$ cat config.mk
export PLATFORM = sky130hd
export DESIGN_NAME = dm_lsu
export DESIGN_NICKNAME = d
export VERILOG_FILES = /design/src/rtl/dm_lsu.sv
export SDC_FILE = /design/constraint.sdc
export NUM_CORES = 1
export LEC_CHECK = 0
export CAP_MARGIN = 20
export CORE_MARGIN = 2
export CORE_UTILIZATION = 52
export DETAILED_ROUTE_END_ITERATION = 8
export PLACE_DENSITY_LB_ADDON = 0.08
export SYNTH_ARGS = -nofsm -noshare
export SYNTH_HDL_FRONTEND = slang
export SYNTH_SLANG_ARGS = --single-unit
$ cat constraint.sdc
create_clock -name clk -period 9.2 [get_ports clk]
set_input_delay 1.84 -clock clk [delete_from_list [all_inputs] [get_ports clk]]
set_output_delay 1.84 -clock clk [all_outputs]
set_load 0.05 [all_outputs]
$ cat src/rtl/dm_lsu.sv
// -----------------------------------------------------------------------------
// dm_lsu : multicycle load/store sequencer for a byte-wide synchronous RAM.
//
// Takes one B/H/W/Bu/Hu request from the core, walks it out over the byte
// RAM one byte per cycle (little-endian, base + k with wrap-around), and for
// loads reassembles and sign/zero-extends the result into DataRd. Completion
// is a one-cycle Ready pulse; Err qualifies Ready for rejected requests.
//
// Ports
//   clk, rst        : clock, asynchronous active-high reset
//   Req             : request valid, sampled only in IDLE
//   DMWr            : 1 = store, 0 = load
//   DMCtrl[2:0]     : 000 B, 001 H, 010 W, 100 Bu, 101 Hu (others illegal)
//   Address[31:0]   : byte address, low ADDR_W bits used
//   DataWr[31:0]    : store data, low 8/16/32 bits used
//   DataRd[31:0]    : registered load result, held until the next good load
//   Ready, Err      : completion pulse / rejected-request qualifier
//   Busy            : high in every state except IDLE
//   MemAddr         : RAM byte address
//   MemWrData[7:0]  : RAM write byte
//   MemWe, MemRe    : RAM write / read enable (never both, only in ISSUE)
//   MemRdData[7:0]  : RAM read byte, valid the cycle after MemRe
//
// Configuration
//   DM_LSU_ALIGN_CHECK_EN : when defined, misaligned H/Hu/W requests are
//                           rejected; otherwise any alignment is sequenced
//                           with wrap-around.
// -----------------------------------------------------------------------------
module dm_lsu #(
  parameter int ADDR_W = 10
) (
  input  logic              clk,
  input  logic              rst,
  input  logic              Req,
  input  logic              DMWr,
  input  logic [2:0]        DMCtrl,
  input  logic [31:0]       Address,
  input  logic [31:0]       DataWr,
  output logic [31:0]       DataRd,
  output logic              Ready,
  output logic              Err,
  output logic              Busy,
  output logic [ADDR_W-1:0] MemAddr,
  output logic [7:0]        MemWrData,
  output logic              MemWe,
  output logic              MemRe,
  input  logic [7:0]        MemRdData
);

  typedef enum logic [1:0] {
    S_IDLE,
    S_ISSUE,
    S_CAPT,
    S_DONE
  } state_t;

  state_t            state_q, state_d;
  logic [ADDR_W-1:0] base_q, base_d;
  logic [31:0]       wdata_q, wdata_d;
  logic [2:0]        ctrl_q, ctrl_d;
  logic              wr_q, wr_d;
  logic              err_q, err_d;
  logic [1:0]        k_q, k_d;
  logic [2:0][7:0]   lane_q, lane_d;    // bytes 0..N-2 of a load
  logic [31:0]       data_rd_q, data_rd_d;

  logic              illegal;
  logic [1:0]        last_k;
  logic [31:0]       word;

  // Only the RAM-sized part of the core address reaches the memory.
  logic unused_addr_bits;
  assign unused_addr_bits = ^Address[31:ADDR_W];

  // Request legality, evaluated on the live request inputs in IDLE.
  always_comb begin
    illegal = (DMCtrl == 3'b011) || (DMCtrl[2:1] == 2'b11) || (DMCtrl[2] && DMWr);
`ifdef DM_LSU_ALIGN_CHECK_EN
    if (DMCtrl[1:0] == 2'b01 && Address[0])          illegal = 1'b1;
    if (DMCtrl[1:0] == 2'b10 && Address[1:0] != 2'b00) illegal = 1'b1;
`endif
  end

  // Index of the final byte: 0 for B/Bu, 1 for H/Hu, 3 for W.
  always_comb begin
    case (ctrl_q[1:0])
      2'b00:   last_k = 2'd0;
      2'b01:   last_k = 2'd1;
      default: last_k = 2'd3;
    endcase
  end

  // Assembled load word; the last byte comes straight off the RAM in CAPT.
  // Unused upper bytes are zero, so Bu/Hu/W need no further extension.
  always_comb begin
    case (ctrl_q[1:0])
      2'b00:   word = {24'h0, MemRdData};
      2'b01:   word = {16'h0, MemRdData, lane_q[0]};
      default: word = {MemRdData, lane_q[2], lane_q[1], lane_q[0]};
    endcase
  end

  always_comb begin
    // NOTE: every next-state and output gets a default before the case, so no
    // path leaves a signal unassigned and no latch is inferred.
    state_d   = state_q;
    base_d    = base_q;
    wdata_d   = wdata_q;
    ctrl_d    = ctrl_q;
    wr_d      = wr_q;
    err_d     = err_q;
    k_d       = k_q;
    lane_d    = lane_q;
    data_rd_d = data_rd_q;
    Ready     = 1'b0;
    Err       = 1'b0;
    Busy      = (state_q != S_IDLE);
    MemAddr   = '0;
    MemWrData = '0;
    MemWe     = 1'b0;
    MemRe     = 1'b0;

    case (state_q)
      S_IDLE: begin
        if (Req) begin
          base_d  = Address[ADDR_W-1:0];
          wdata_d = DataWr;
          ctrl_d  = DMCtrl;
          wr_d    = DMWr;
          err_d   = illegal;
          k_d     = 2'd0;
          state_d = illegal ? S_DONE : S_ISSUE;
        end
      end

      S_ISSUE: begin
        // Natural ADDR_W-bit overflow gives the wrap from the top byte to 0.
        MemAddr = base_q + ADDR_W'(k_q);
        if (wr_q) begin
          MemWe     = 1'b1;
          MemWrData = wdata_q[{k_q, 3'b000} +: 8];
        end else begin
          MemRe = 1'b1;
          // Read data lags the enable by a cycle: this is byte k-1.
          if (k_q != 2'd0) lane_d[k_q - 2'd1] = MemRdData;
        end
        if (k_q == last_k) begin
          state_d = wr_q ? S_DONE : S_CAPT;
        end else begin
          k_d = k_q + 2'd1;
        end
      end

      S_CAPT: begin
        case (ctrl_q)
          3'b000:  data_rd_d = {{24{word[7]}}, word[7:0]};
          3'b001:  data_rd_d = {{16{word[15]}}, word[15:0]};
          default: data_rd_d = word;
        endcase
        state_d = S_DONE;
      end

      S_DONE: begin
        Ready   = 1'b1;
        Err     = err_q;
        state_d = S_IDLE;
      end

      default: state_d = S_IDLE;
    endcase
  end

  // NOTE: sequential state uses non-blocking assignments only, so every
  // register samples the pre-edge value of every other register.
  always_ff @(posedge clk or posedge rst) begin
    if (rst) begin
      state_q   <= S_IDLE;
      base_q    <= '0;
      wdata_q   <= '0;
      ctrl_q    <= '0;
      wr_q      <= 1'b0;
      err_q     <= 1'b0;
      k_q       <= '0;
      // NOTE: the lane bytes are plain flops, not a RAM, so they are reset
      // like the rest; a RAM array would be left unreset.
      lane_q    <= '0;
      data_rd_q <= '0;
    end else begin
      state_q   <= state_d;
      base_q    <= base_d;
      wdata_q   <= wdata_d;
      ctrl_q    <= ctrl_d;
      wr_q      <= wr_d;
      err_q     <= err_d;
      k_q       <= k_d;
      lane_q    <= lane_d;
      data_rd_q <= data_rd_d;
    end
  end

  assign DataRd = data_rd_q;

endmodule

==> impl_metrics.ini <==
[place]
port_buffers = 111
hpwl_um = 7050
gp_congestion = 0.802

[power]
leakage_uw = 0.00275
power.share.clock = 0.119
p_seq_frac = 0.348
sw_frac_of_total = 0.443
p_per_area_nw_per_um2 = 384
p_int_uw = 1370
power_uw = 2460
p_comb_frac = 0.533
irDropWorstVdd_mv = 0.173
switching_power_uw = 1090

[grt]
grt_usage = 0.208
grt_pass1_vias = 3491
grt_overflow = 0
grt_max_degree = 66
antenna_found_initial = 0
grt_pass1_wl_um = 16600

[final_layout]
multi_input_comb_area_um2 = 2130
antenna_cells = 0
register_area_um2 = 2680
final_nets = 596
drive_gt1_frac = 0.132
fin_util = 0.689
area_growth_pct = 28.2
fillers = 731

[worst_setup_path]
arrival_ps = 3240
required_ps = 7360
path_class = reg -> out
startpoint_type = flip-flop
cp-end-kind = output pin
cp_max_fo = 19

[clock_tree]
cts_resized = 0
cts_root_buffer = clkbuf_8
clk_latency_ps = 370
cts.sinks = 107
ctsHoldBuffers = 0
ctsLongestPathBuffers = 2
cts_tree = done
cts_buffers = 9
cts.htree.levels = 3
cts.clk_slew.worst_paths_ps = 90
post-cts-setup-buffers = 0

[synthesis]
yosysMostFrequentCell = dfrtp_1
synth-edff-count = 0
syn_area_per_cell_um2 = 12.4
synth_top_family_by_area = multiplexers
synthAdderAreaFrac = 0.0316
synth_warnings = 0
synth_compound_area_frac = 0.0737
ys_ff_latch = 107
synth.area.top_cells = dfrtp_1 (54%), mux2_1 (9.5%), mux2_2 (6.3%)
synth.top_cells.by_count = dfrtp_1 (107), mux2_1 (42), nor2_1 (35)
synth_ff_type = dfrtp_1
synth_top_area_share = 0.537
synth_area_um2 = 4990
synthMuxAreaShare = 0.213
ys_async_sr_fraction = 1.00
syn_nets = 493
synthSimpleGateAreaFrac = 0.0943
synthCells = 402
ys_types = 47
yosys.area.top_type = dfrtp_1
synthXorXnorAreaFrac = 0.0140
synth-seq-area-share = 0.537

[drt]
vias = 3370
via_per_inst = 5.28
antenna_left = 0
dr.pass1.iters = 4
drtIter0Drc = 92
wl_per_cell_um = 15.8
drcViolationCount = 0
totalWireLength_um = 10100

[timing]
period_needed_ps = 5080
clock_skew_ps = 17.8
rsz0062_at_grt = no
max_slew_margin = 0.398
tns_ps = 0
tightest_slew_ps = 903
holdWs_ps = 495
hold_viol = 0
post-route-period-util = 0.552
setup_violations = 0
max_freq_mhz = 197
slew_viol_final = 0

[job]
maxCapViolCount = 0

[die]
die_area_um2 = 10400
dieHeight_um = 102
fp-row-count = 35
die_w_um = 102
fp.coreArea_um2 = 9280
num_io_pins = 134
start_util = 0.537

[run_status]
run_status = finished, final reports clean

[hold_path]
min_path_type = reg -> reg
placed cells by master, fill, tap and decap left out, types with 3 or more instances in the layout:
cell type,n
clkdlybuf4s50_1,111
dfrtp_1,107
mux2_1,42
nor2_1,35
a21oi_1,32
mux2_2,28
and2_1,21
nand2_1,19
ha_1,11
clkbuf_8,9
mux2i_1,8
inv_1,8
mux4_2,8
a22oi_1,7
xor2_1,5
o21ai_0,5
nand3_1,4
nor2b_1,3
a21boi_1,3
xnor2_1,3
buf_4,3
worst max-delay path: stages (launching register included):
cell             delay, ps
dfrtp_1                900
ha_1                   330
a21oi_1                150
nor4b_1                400
xor2_1                 170
and2_1                 130
clkdlybuf4s50_1        790
flip-flops by register name (all words and copies together), names as in the netlist, 2 cells and up:
signal,cells
wdata_q,32
lane_q,24
DataRd,32
ctrl_q,3
base_q,10
state_q,2
k_q,2
power by group through the flow:
stage,clock network (uW),logic [uW],registers [uW]
CTS,296,1290,872
floorplan,0,729,1060
global route,315,1410,887
detailed placement,0,1290,881
global placement,0,1260,868
finish,291,1310,855
final cells by class:
class                      instances  share of cell area
sequential                       107               0.419
multi-input combinational        260               0.333
timing repair buffer             116               0.185
tap                              129              0.0252
clock buffer                       9              0.0194
clock inverter                     6              0.0115
inverter                          11             0.00724
cells by family after synthesis:
| logic type | Yosys count |
|---|---|
| flip-flops | 107 |
| AND/OR/NAND/NOR | 94 |
| adder cells (fa/ha/maj) | 12 |
| AO/OA/AOI/OAI | 59 |
| buffers and inverters | 35 |
| XOR/XNOR | 8 |
| multiplexers | 87 |
worst paths after layout:
path	cells past startpoint	end	startpoint	slack, ps
setup / recovery	6	MemAddr[9]	k_q[0]	4120
hold / removal	1	lane_q[23]	lane_q[23]	490
hold reg to reg	1	lane_q[23]	lane_q[23]	490
setup reg to reg	6	lane_q[1]	state_q[1]	6860
min in group asynchronous	2	wdata_q[1]	rst	1860
max in group asynchronous	3	lane_q[23]	rst	6140
through the flow:
stage | instances | area [um2] | setup slack, ps
after floorplan | 402 | 4990 | 4540
after global placement | 620 | 6140 | 4510
after detailed placement | 620 | 6140 | 4480
after CTS | 635 | 6340 | 4070
after global routing | 638 | 6400 | 3840
final | 638 | 6400 | 4120
per-layer routing:
layer | share of wire | routed length (um) | vias up | track usage
met5 | 0 | 0 | - | 0
met4 | 0.016 | 159 | 0 | 0.0728
met3 | 0.052 | 527 | 15 | 0.0451
met2 | 0.50 | 5100 | 96 | 0.358
met1 | 0.43 | 4320 | 1655 | 0.260
li1 | - | - | 1604 | -
(Power assumes the default switching activity.)
